$ cat config.mk
export PLATFORM = sky130hd
export DESIGN_NAME = bias_add_unit_flat
export DESIGN_NICKNAME = d
export VERILOG_FILES = /design/src/rtl/bias_add_unit_pkg.sv /design/src/rtl/bias_add_unit_if.sv /design/src/rtl/bias_add_unit_lane_adder.sv /design/src/rtl/bias_add_unit.sv /design/src/flat_wrapper.sv
export SDC_FILE = /design/constraint.sdc
export NUM_CORES = 2
export LEC_CHECK = 0
export CORE_AREA = 2 2 638 640
export CTS_BUF_LIST = sky130_fd_sc_hd__clkbuf_4 sky130_fd_sc_hd__clkbuf_8 sky130_fd_sc_hd__clkbuf_16
export CTS_CLUSTER_DIAMETER = 150
export DETAILED_ROUTE_END_ITERATION = 10
export DIE_AREA = 0 0 640 642
export MAX_ROUTING_LAYER = met4
export REMOVE_ABC_BUFFERS = 1
export SYNTH_ARGS = -nofsm -noshare
export SYNTH_HDL_FRONTEND = slang
export SYNTH_SLANG_ARGS = --single-unit
export TNS_END_PERCENT = 100
$ cat constraint.sdc
create_clock -name kernel_clk -period 93.8 [get_ports kernel_clk]
set_input_delay 18.76 -clock kernel_clk [delete_from_list [all_inputs] [get_ports kernel_clk]]
set_output_delay 18.76 -clock kernel_clk [all_outputs]
set_load 0.02 [all_outputs]
$ cat src/rtl/bias_add_unit_pkg.sv
// Shared constants, instruction decode and FSM encoding for the bias add unit.
// Latency: n/a (declarations only).
// Backpressure: n/a.
package bias_add_unit_pkg;

    localparam int BIAS_INST_LENGTH   = 96;
    localparam int C_M_AXI_DATA_WIDTH = 512;
    localparam int C_ADDER_BIT_WIDTH  = 32;
    localparam int BUF_ADDR_WIDTH     = 9;
    localparam int LANES              = C_M_AXI_DATA_WIDTH / C_ADDER_BIT_WIDTH;

    // Instruction field offsets
    localparam int BASE_LSB = 0;
    localparam int L_LSB    = 16;
    localparam int R_LSB    = 32;
    localparam int RELU_BIT = 48;
    localparam int FIELD_W  = 16;

    typedef enum logic [1:0] {
        ST_IDLE  = 2'd0,
        ST_RUN   = 2'd1,
        ST_DRAIN = 2'd2,
        ST_DONE  = 2'd3
    } state_e;

    typedef struct packed {
        logic [BUF_ADDR_WIDTH-1:0] base;
        logic [FIELD_W-1:0]        len;
        logic [FIELD_W-1:0]        rows;
        logic                      relu;
    } inst_t;

    // Only the low BUF_ADDR_WIDTH bits of the base field address the buffer.
    function automatic inst_t decode_inst(input logic [BIAS_INST_LENGTH-1:0] inst);
        inst_t r;
        r.base = inst[BASE_LSB +: BUF_ADDR_WIDTH];
        r.len  = inst[L_LSB +: FIELD_W];
        r.rows = inst[R_LSB +: FIELD_W];
        r.relu = inst[RELU_BIT];
        return r;
    endfunction

endpackage

$ cat src/rtl/bias_add_unit_if.sv
// Valid/ready result stream carrying one 512-bit line per beat.
// Latency: n/a (wires only).
// Backpressure: beat transfers only when tvalid && tready.
interface bias_add_unit_if;
    import bias_add_unit_pkg::*;

    logic                          tvalid;
    logic                          tready;
    logic [C_M_AXI_DATA_WIDTH-1:0] tdata;
    logic                          tlast;

    // Producer side
    modport master (
        output tvalid,
        output tdata,
        output tlast,
        input  tready
    );

    // Consumer side; row framing is regenerated by the bias unit, so tlast is not consumed
    modport slave (
        input  tvalid,
        input  tdata,
        output tready
    );
endinterface

$ cat src/rtl/bias_add_unit_lane_adder.sv
// One 32-bit lane: wrapping two's-complement add with optional ReLU clamp.
// Latency: combinational.
// Backpressure: none (pure function of inputs).
module bias_lane_adder
    import bias_add_unit_pkg::*;
(
    input  logic [C_ADDER_BIT_WIDTH-1:0] a_dat,
    input  logic [C_ADDER_BIT_WIDTH-1:0] b_dat,
    input  logic                         relu_en,
    output logic [C_ADDER_BIT_WIDTH-1:0] y_dat
);

    logic [C_ADDER_BIT_WIDTH-1:0] sum_dat;

    // Wrap-around add, then clamp negative sums to zero when ReLU is on
    always_comb begin
        sum_dat = a_dat + b_dat;
        y_dat   = (relu_en && sum_dat[C_ADDER_BIT_WIDTH-1]) ? '0 : sum_dat;
    end

endmodule

$ cat src/rtl/bias_add_unit.sv
// Adds a bias buffer line lane-wise to each result beat, optional ReLU, per-row tlast.
// Latency: input handshake at cycle t gives out_tvalid at t+2; 1 beat/cycle sustained.
// Backpressure: out_tready low stalls stage 1 and drops in_tready; bias reads pause with it.
module bias_add_unit
    import bias_add_unit_pkg::*;
(
    input  logic                          kernel_clk,
    input  logic                          kernel_rst,
    input  logic                          ap_start,
    output logic                          ap_done,
    input  logic [BIAS_INST_LENGTH-1:0]   ctrl_instruction,
    output logic                          bias_read_buffer_b_en,
    output logic [BUF_ADDR_WIDTH-1:0]     bias_read_buffer_b_addr,
    input  logic [C_M_AXI_DATA_WIDTH-1:0] bias_read_buffer_b_data,
    bias_add_unit_if.slave                in_s,
    bias_add_unit_if.master               out_m
);

    localparam int W  = C_ADDER_BIT_WIDTH;
    localparam int DW = C_M_AXI_DATA_WIDTH;

    state_e                    state_q, state_d;
    logic [BUF_ADDR_WIDTH-1:0] base_q, base_d;
    logic [FIELD_W-1:0]        len_q, len_d;
    logic [FIELD_W-1:0]        rows_q, rows_d;
    logic                      relu_q, relu_d;
    logic [FIELD_W-1:0]        col_q, col_d;
    logic [FIELD_W-1:0]        row_q, row_d;

    // Stage 1: input beat waiting for its bias line (which arrives one cycle after b_en)
    logic                      v1_q, v1_d;
    logic [DW-1:0]             d1_q, d1_d;
    logic                      tlast1_q, tlast1_d;

    // Output register
    logic                      ovld_q, ovld_d;
    logic [DW-1:0]             odat_q, odat_d;
    logic                      olast_q, olast_d;

    inst_t                     inst_w;
    logic [DW-1:0]             sum_w;
    logic                      in_rdy;
    logic                      in_hs;
    logic                      adv;
    logic                      out_hs;
    logic                      last_col;
    logic                      last_row;

    assign inst_w = decode_inst(ctrl_instruction);

    // Sixteen independent lane adders fed by stage 1 and the bias read data
    for (genvar i = 0; i < LANES; i++) begin : g_lane
        bias_lane_adder u_lane (
            .a_dat   (d1_q[i*W +: W]),
            .b_dat   (bias_read_buffer_b_data[i*W +: W]),
            .relu_en (relu_q),
            .y_dat   (sum_w[i*W +: W])
        );
    end

    // Handshake qualifiers shared by the FSM, pipeline and buffer read port
    always_comb begin
        in_rdy   = (state_q == ST_RUN) && (!v1_q || !ovld_q || out_m.tready);
        in_hs    = in_rdy && in_s.tvalid;
        adv      = v1_q && (!ovld_q || out_m.tready);
        out_hs   = ovld_q && out_m.tready;
        last_col = (col_q == len_q - 16'd1);
        last_row = (row_q == rows_q - 16'd1);
    end

    // Next-state, instruction latch and beat counters
    always_comb begin
        state_d = state_q;
        base_d  = base_q;
        len_d   = len_q;
        rows_d  = rows_q;
        relu_d  = relu_q;
        col_d   = col_q;
        row_d   = row_q;
        case (state_q)
            ST_IDLE: begin
                if (ap_start) begin
                    base_d  = inst_w.base;
                    len_d   = inst_w.len;
                    rows_d  = inst_w.rows;
                    relu_d  = inst_w.relu;
                    col_d   = '0;
                    row_d   = '0;
                    state_d = (inst_w.len == '0 || inst_w.rows == '0) ? ST_DONE : ST_RUN;
                end
            end
            ST_RUN: begin
                if (in_hs) begin
                    if (last_col) begin
                        col_d = '0;
                        row_d = row_q + 16'd1;
                        if (last_row) begin
                            state_d = ST_DRAIN;
                        end
                    end else begin
                        col_d = col_q + 16'd1;
                    end
                end
            end
            ST_DRAIN: begin
                // Only the final beat can be in the output register once stage 1 is empty
                if (!v1_q && out_hs && olast_q) begin
                    state_d = ST_DONE;
                end
            end
            ST_DONE: begin
                state_d = ST_IDLE;
            end
            default: begin
                state_d = ST_IDLE;
            end
        endcase
    end

    // Two-stage data pipeline: capture into stage 1, then add bias into the output register
    always_comb begin
        v1_d     = v1_q;
        d1_d     = d1_q;
        tlast1_d = tlast1_q;
        ovld_d   = ovld_q;
        odat_d   = odat_q;
        olast_d  = olast_q;
        if (in_hs) begin
            v1_d     = 1'b1;
            d1_d     = in_s.tdata;
            tlast1_d = last_col;
        end else if (adv) begin
            v1_d = 1'b0;
        end
        if (adv) begin
            ovld_d  = 1'b1;
            odat_d  = sum_w;
            olast_d = tlast1_q;
        end else if (out_hs) begin
            ovld_d = 1'b0;
        end
    end

    // State and pipeline registers
    always_ff @(posedge kernel_clk or posedge kernel_rst) begin
        if (kernel_rst) begin
            state_q  <= ST_IDLE;
            base_q   <= '0;
            len_q    <= '0;
            rows_q   <= '0;
            relu_q   <= 1'b0;
            col_q    <= '0;
            row_q    <= '0;
            v1_q     <= 1'b0;
            d1_q     <= '0;
            tlast1_q <= 1'b0;
            ovld_q   <= 1'b0;
            odat_q   <= '0;
            olast_q  <= 1'b0;
        end else begin
            state_q  <= state_d;
            base_q   <= base_d;
            len_q    <= len_d;
            rows_q   <= rows_d;
            relu_q   <= relu_d;
            col_q    <= col_d;
            row_q    <= row_d;
            v1_q     <= v1_d;
            d1_q     <= d1_d;
            tlast1_q <= tlast1_d;
            ovld_q   <= ovld_d;
            odat_q   <= odat_d;
            olast_q  <= olast_d;
        end
    end

    // Output drive; buffer is read only on an accepted beat so stalls hold the read data
    always_comb begin
        ap_done                 = (state_q == ST_DONE);
        in_s.tready             = in_rdy;
        bias_read_buffer_b_en   = in_hs;
        bias_read_buffer_b_addr = in_hs ? (base_q + col_q[BUF_ADDR_WIDTH-1:0]) : '0;
        out_m.tvalid            = ovld_q;
        out_m.tdata             = odat_q;
        out_m.tlast             = olast_q;
    end

endmodule

$ cat src/flat_wrapper.sv
// flat-port wrapper written by rule: the top's interface ports become plain ports
module bias_add_unit_flat import bias_add_unit_pkg::*;
  (kernel_clk, kernel_rst, ap_start, ap_done, ctrl_instruction, bias_read_buffer_b_en, bias_read_buffer_b_addr, bias_read_buffer_b_data, in_s_tvalid, in_s_tdata, in_s_tready, out_m_tvalid, out_m_tdata, out_m_tlast, out_m_tready);
  bias_add_unit_if in_s_i ();
  bias_add_unit_if out_m_i ();
  input  logic kernel_clk;
  input  logic kernel_rst;
  input  logic ap_start;
  output logic ap_done;
  input  logic [BIAS_INST_LENGTH-1:0] ctrl_instruction;
  output logic bias_read_buffer_b_en;
  output logic [BUF_ADDR_WIDTH-1:0] bias_read_buffer_b_addr;
  input  logic [C_M_AXI_DATA_WIDTH-1:0] bias_read_buffer_b_data;
  input wire logic [$bits(in_s_i.tvalid)-1:0] in_s_tvalid;
  input wire logic [$bits(in_s_i.tdata)-1:0] in_s_tdata;
  output wire logic [$bits(in_s_i.tready)-1:0] in_s_tready;
  output wire logic [$bits(out_m_i.tvalid)-1:0] out_m_tvalid;
  output wire logic [$bits(out_m_i.tdata)-1:0] out_m_tdata;
  output wire logic [$bits(out_m_i.tlast)-1:0] out_m_tlast;
  input wire logic [$bits(out_m_i.tready)-1:0] out_m_tready;
  assign in_s_i.tvalid = in_s_tvalid;
  assign in_s_i.tdata = in_s_tdata;
  assign in_s_tready = in_s_i.tready;
  assign out_m_tvalid = out_m_i.tvalid;
  assign out_m_tdata = out_m_i.tdata;
  assign out_m_tlast = out_m_i.tlast;
  assign out_m_i.tready = out_m_tready;
  bias_add_unit u_core (.kernel_clk(kernel_clk), .kernel_rst(kernel_rst), .ap_start(ap_start), .ap_done(ap_done), .ctrl_instruction(ctrl_instruction), .bias_read_buffer_b_en(bias_read_buffer_b_en), .bias_read_buffer_b_addr(bias_read_buffer_b_addr), .bias_read_buffer_b_data(bias_read_buffer_b_data), .in_s(in_s_i), .out_m(out_m_i));
endmodule
* Yosys cells after proc, flatten, opt, wreduce, memory -nomap -nowiden
Cells that the tools add are included.
** Cells by class
- Add/subtract/negate cells :: 21
- Reductions and logical operators :: 38
- Equality and inequality tests :: 10
- Multiplexer cells :: 35
** Operators by type and width (number)
- $add 32x32->32 :: 16
- $mux 32 :: 16
- $mux 16 :: 5
- $pmux 16 s2 :: 2
- $add 16x1->16 const B :: 2
- $eq 16x16->1 :: 2
- $logic_not 16->1 :: 2
- $sub 16x1->16 const B :: 2
- $logic_and 1x1->1 :: 22
- $mux 2 :: 6
- $add 9x9->9 :: 1
- $mux 9 :: 1
- $ne 2x1->1 const B :: 4
- $pmux 2 s4 :: 1
- $reduce_bool 2->1 :: 3
- $reduce_and 5->1 :: 1
- $eq 2x2->1 const B :: 2
- $logic_or 1x1->1 :: 4
- $mux 1 :: 4
- $reduce_and 4->1 :: 1
- $reduce_and 3->1 :: 1
- $eq 2x1->1 const B :: 1
- $logic_not 1->1 :: 2
- $logic_not 2->1 :: 1
- 2 further kinds :: 2
** Word-level totals
- Input port bits :: 1125
- Flip-flop bits (word level) :: 1104
- Output and inout port bits :: 526
- Logic and storage cells :: 117

* Depth between registers and ports, before layout
- Depth after elaboration :: 7
- Depth in mapped cells :: 14

* Modules after synthesis
A second synthesis with hierarchy kept.
** Unflattened totals
- Cells, all modules :: 8493
- Area, all modules :: 75042.0 µm²
** By module, submodules not included
- bias_add_unit :: area each 42685.9 µm², cells an instance 3736, times used 1
- bias_lane_adder at u_core.g_lane[1].u_lane ... :: area each 1989.4 µm², cells an instance 292, times used 9
- bias_lane_adder at u_core.g_lane[10].u_lane ... :: area each 2092.0 µm², cells an instance 309, times used 5
- bias_lane_adder at u_core.g_lane[0].u_lane :: area each 2102.0 µm², cells an instance 309, times used 1
- bias_lane_adder at u_core.g_lane[15].u_lane :: area each 1889.3 µm², cells an instance 275, times used 1

* Worst setup path after synthesis
No wires, ideal clock.
- Path type :: input to output
- Start :: input port out_m_tready
- End :: output port bias_read_buffer_b_addr[2]
- Path buffers :: 2
- Data required time :: 75040 ps
- Stages :: 6
- Arrival :: 19963 ps
- Setup slack :: 55077 ps
- Cells stage by stage :: nand3b_1 -> and2_1 -> nand2_1 -> clkbuf_1 -> clkbuf_1 -> nor2_1
** Between the ends
- Cells in the longest elaborated chain, start to end :: 4
** RTL lines
- start, declared :: RTL line flat_wrapper.sv:20 : input wire logic [$bits(out_m_i.tready)-1:0] out_m_tready;
- $logic_or 1x1->1 :: RTL line bias_add_unit.sv:63 : in_rdy = (state_q == ST_RUN) && (!v1_q || !ovld_q || out_m.tready);
- $logic_and 1x1->1 :: RTL line bias_add_unit.sv:63
- net in_s_tready :: RTL line flat_wrapper.sv:16 : output wire logic [$bits(in_s_i.tready)-1:0] in_s_tready;
- $logic_and 1x1->1 :: RTL line bias_add_unit.sv:64 : in_hs = in_rdy && in_s.tvalid;
- $mux 9 :: RTL line bias_add_unit.sv:182 : bias_read_buffer_b_addr = in_hs ? (base_q + col_q[BUF_ADDR_WIDTH-1:0]) : '0;
- end, declared :: RTL line flat_wrapper.sv:12 : output logic [BUF_ADDR_WIDTH-1:0] bias_read_buffer_b_addr;
The timed path passes the listed nets, and every way through them passes these cells.

* Worst setup path in the final report
- Start :: input port out_m_tready
- End :: output port bias_read_buffer_b_addr[1]
** Between the ends
- Cells in the longest elaborated chain, start to end :: 4
** RTL lines (RTL line)
- $logic_or 1x1->1 :: bias_add_unit.sv:63
- $logic_and 1x1->1 :: bias_add_unit.sv:63
- $logic_and 1x1->1 :: bias_add_unit.sv:64
- $mux 9 :: bias_add_unit.sv:182
Every way passes these cells.

==> flow_summary.ini <==
[outcome]
status = complete, no violations

[power_and_ir_drop]
leakage_uw = 0.0426
ir_drop_mv = 0.0155
power.density_nw_per_um2 = 25.3

[routing]
ant_nets = 0
drt_iter0_markers = 4622
routedWlPerCell_um = 25.8
via_per_inst = 4.33
drt_pass1_iterations = 5
drc = 0
wirelength_mm = 379
via_count = 63500

[sta]
skew_ps = 63.9
hold_viol_final = 0
tightestPinTransition_ps = 1260
slew_headroom_pct = 13.9
setup_tns_ps = 0
setup_viol = 0
final_max_slew_viol_count = 0
rsz0062_at_grt = false
fin_crit_sh_pct = 43.2
setup_slack_ps = 53310
period_needed_ps = 40490
fmax_mhz = 24.7

[die]
ios = 1651
die_y_um = 642
die_w_um = 640
rows = 234
core-area_sq_um = 404000
start_util_pct = 16.5
die_area_sq_um = 411000

[place]
gp_congestion = 0.964
pre_cts_ws_ps = 53310
hpwl_mm = 313
io_buffers = 1596

[setup_path]
critPathLaunchType = input port
slowest_delay_ps = 600
crit_path_max_fanout = 73
cp.required_ps = 75040
critPathKind = input port to output port
cp-end-kind = output port
cp.arrival_ps = 21730
cp_slowest_cell = clkdlybuf4s50_1
worstPathCellList = clkdlybuf4s50_1 > nand3b_1 > and2_1 > nand2_4 > inv_8 > and2_1 > clkdlybuf4s50_1

[yosys]
synth_largest_area_cell = dfrtp_1
seq_area_frac_synth_pct = 41.5
synth_ff_type = dfrtp_1
synth_top_area_share_pct = 41.5
synth.cell_area_sq_um = 66600
synth_edf_count = 0
syn_avg_cell_area_sq_um = 8.93
synth.area.top_cells = dfrtp_1 (41%), nand2_1 (11%), ha_1 (9.6%), xnor2_1 (4.0%), a22o_1 (3.5%)
yosys_warnings = 0
synth_cells = 7459
ys_types = 89
async_flop_share_pct = 100
synth-seq-cells = 1104

[clock_tree]
cts_setup_buffers = 0
cts.sinks = 1104
clk_pin_slew_worst_paths_ps = 50
htreeDepth = 4
clockRootBuffer = clkbuf_16
ctsHoldBuffers = 0
numCtsBuffers = 154
cts_buffer_depth = 4
post_cts_resize_count = 0
cts_tree = done
clk_latency_ps = 860

[layout]
finalNetCount = 10600
drive_gt1_share_pct = 5.10
seq_area_sq_um = 27600
multiInputGateArea_sq_um = 37400
nFillCells = 44100
syn2layout_area_growth_pct = 42.0

[global_route]
grt_usage_pct = 18.2
gr-total-overflow = 0
grt_pass1_vias = 61600
grt_pass1_wl_mm = 510
grt_max_degree = 139
grt_antenna_before_repair = 159

[job]
maxCapViolCount = 0

[hold_path]
hold_path.class = flip-flop to flip-flop
==> cells by family after synthesis <==
logic type | count (synthesis) | share of synthesized area [%]
and+or+nand+nor | 2884 | 18.3
AOI/OAI and AO/OA | 1957 | 20.2
DFF | 1104 | 41.5
adders and majority gates | 529 | 10.1
xor gates and xnor gates | 491 | 6.46
buffers and inverters | 435 | 2.52
muxes | 59 | 0.977
==> stage by stage <==
stage | instances | total power, uW | utilization, % | area, sq um | hold WS (ps)
floorplan | 7166 | 1230 | - | 65400 | 439
global placement | 14300 | 1770 | 22.0 | 88900 | 455
detailed placement | 14300 | 1770 | 22.0 | 88900 | 460
CTS | 14500 | 2420 | 23.3 | 94200 | 473
global route | 14700 | 2520 | 23.4 | 94500 | 498
finish | 14700 | 2390 | 23.4 | 94600 | 471
==> layer usage <==
layer / vias to the layer above / track usage, % / routed length [um]
met5: - / - / 0
met4: 0 / 8.88 / 19200
met3: 531 / 5.79 / 32000
met2: 2179 / 29.1 / 178000
met1: 31200 / 20.5 / 150000
li1: 29600 / - / -
==> layout by cell type, fill, tap and decap left out, types with 66 or more instances in the layout <==
| master | instances |
|---|---|
| a21o_1 | 262 |
| a21oi_1 | 437 |
| a22o_1 | 263 |
| clkbuf_16 | 157 |
| clkdlybuf4s50_1 | 1596 |
| dfrtp_1 | 1103 |
| diode_2 | 144 |
| ha_1 | 512 |
| inv_1 | 139 |
| nand2_1 | 2017 |
| nand2b_1 | 70 |
| nand3_1 | 117 |
| nor2_1 | 279 |
| nor3_1 | 74 |
| o21a_1 | 66 |
| o21ai_0 | 343 |
| o21bai_1 | 73 |
| o31ai_1 | 117 |
| xnor2_1 | 305 |
| xor2_1 | 186 |
==> sequential cells by signal, indices dropped and copies added, names as in the netlist <==
register / count
u_core.state_q: 2
u_core.col_q: 16
u_core.d1_q: 512
u_core.base_q: 9
u_core.rows_q: 16
u_core.v1_q: 1
u_core.out_m.tdata: 512
u_core.out_m.tlast: 1
u_core.len_q: 16
u_core.row_q: 16
u_core.out_m.tvalid: 1
u_core.relu_q: 1
u_core.tlast1_q: 1
==> cells in the mapped netlist (all sizes together) (45+ instances only) <==
cell type  instances
dfrtp           1104
and3              61
nand2           2020
a21o             262
xor2             186
a31oi             46
ha               512
o31ai            117
xnor2            305
a22o             263
o21bai            73
nor2b             55
o21a              66
nand2b            70
nand4             48
mux2              45
clkbuf           259
nor3              74
nand3            117
nor2             284
o21ai            370
a211oi            52
a21oi            442
inv              141
==> path summary, 6_finish.rpt <==
check	end	from	depth (start not counted)	slack [ps]
worst min-delay path	u_core.out_m.tdata[503]	u_core.out_m.tdata[503]	2	470
min in group asynchronous	u_core.d1_q[352]	kernel_rst	2	18510
max in group asynchronous	u_core.d1_q[113]	kernel_rst	7	71190
worst max-delay path	bias_read_buffer_b_addr[1]	out_m_tready	7	53310
worst max register to register	u_core.out_m.tdata[43]	u_core.out_m.tvalid	8	88670
worst min register to register	u_core.out_m.tdata[503]	u_core.out_m.tdata[503]	2	470
==> worst max-delay path: cells and delay by family <==
family	cells	cell delay [ps]
simple gates	4	1210
buf+inv	3	1680
==> power breakdown <==
group	total, uW	internal, uW	switching, uW
clock network	635	382	253
registers	698	604	94.1
logic	1060	421	638
total	2390	1410	986
==> layout make-up <==
type | instances | share of cell area (%)
antenna | 144 | 0.381
clock buffer | 205 | 4.71
clock inverter | 65 | 0.906
inverter | 142 | 0.580
multi-input combinational | 5920 | 39.5
sequential | 1104 | 29.2
tap | 5428 | 7.18
timing repair buffer | 1662 | 17.5
(Power assumes the default switching activity.)
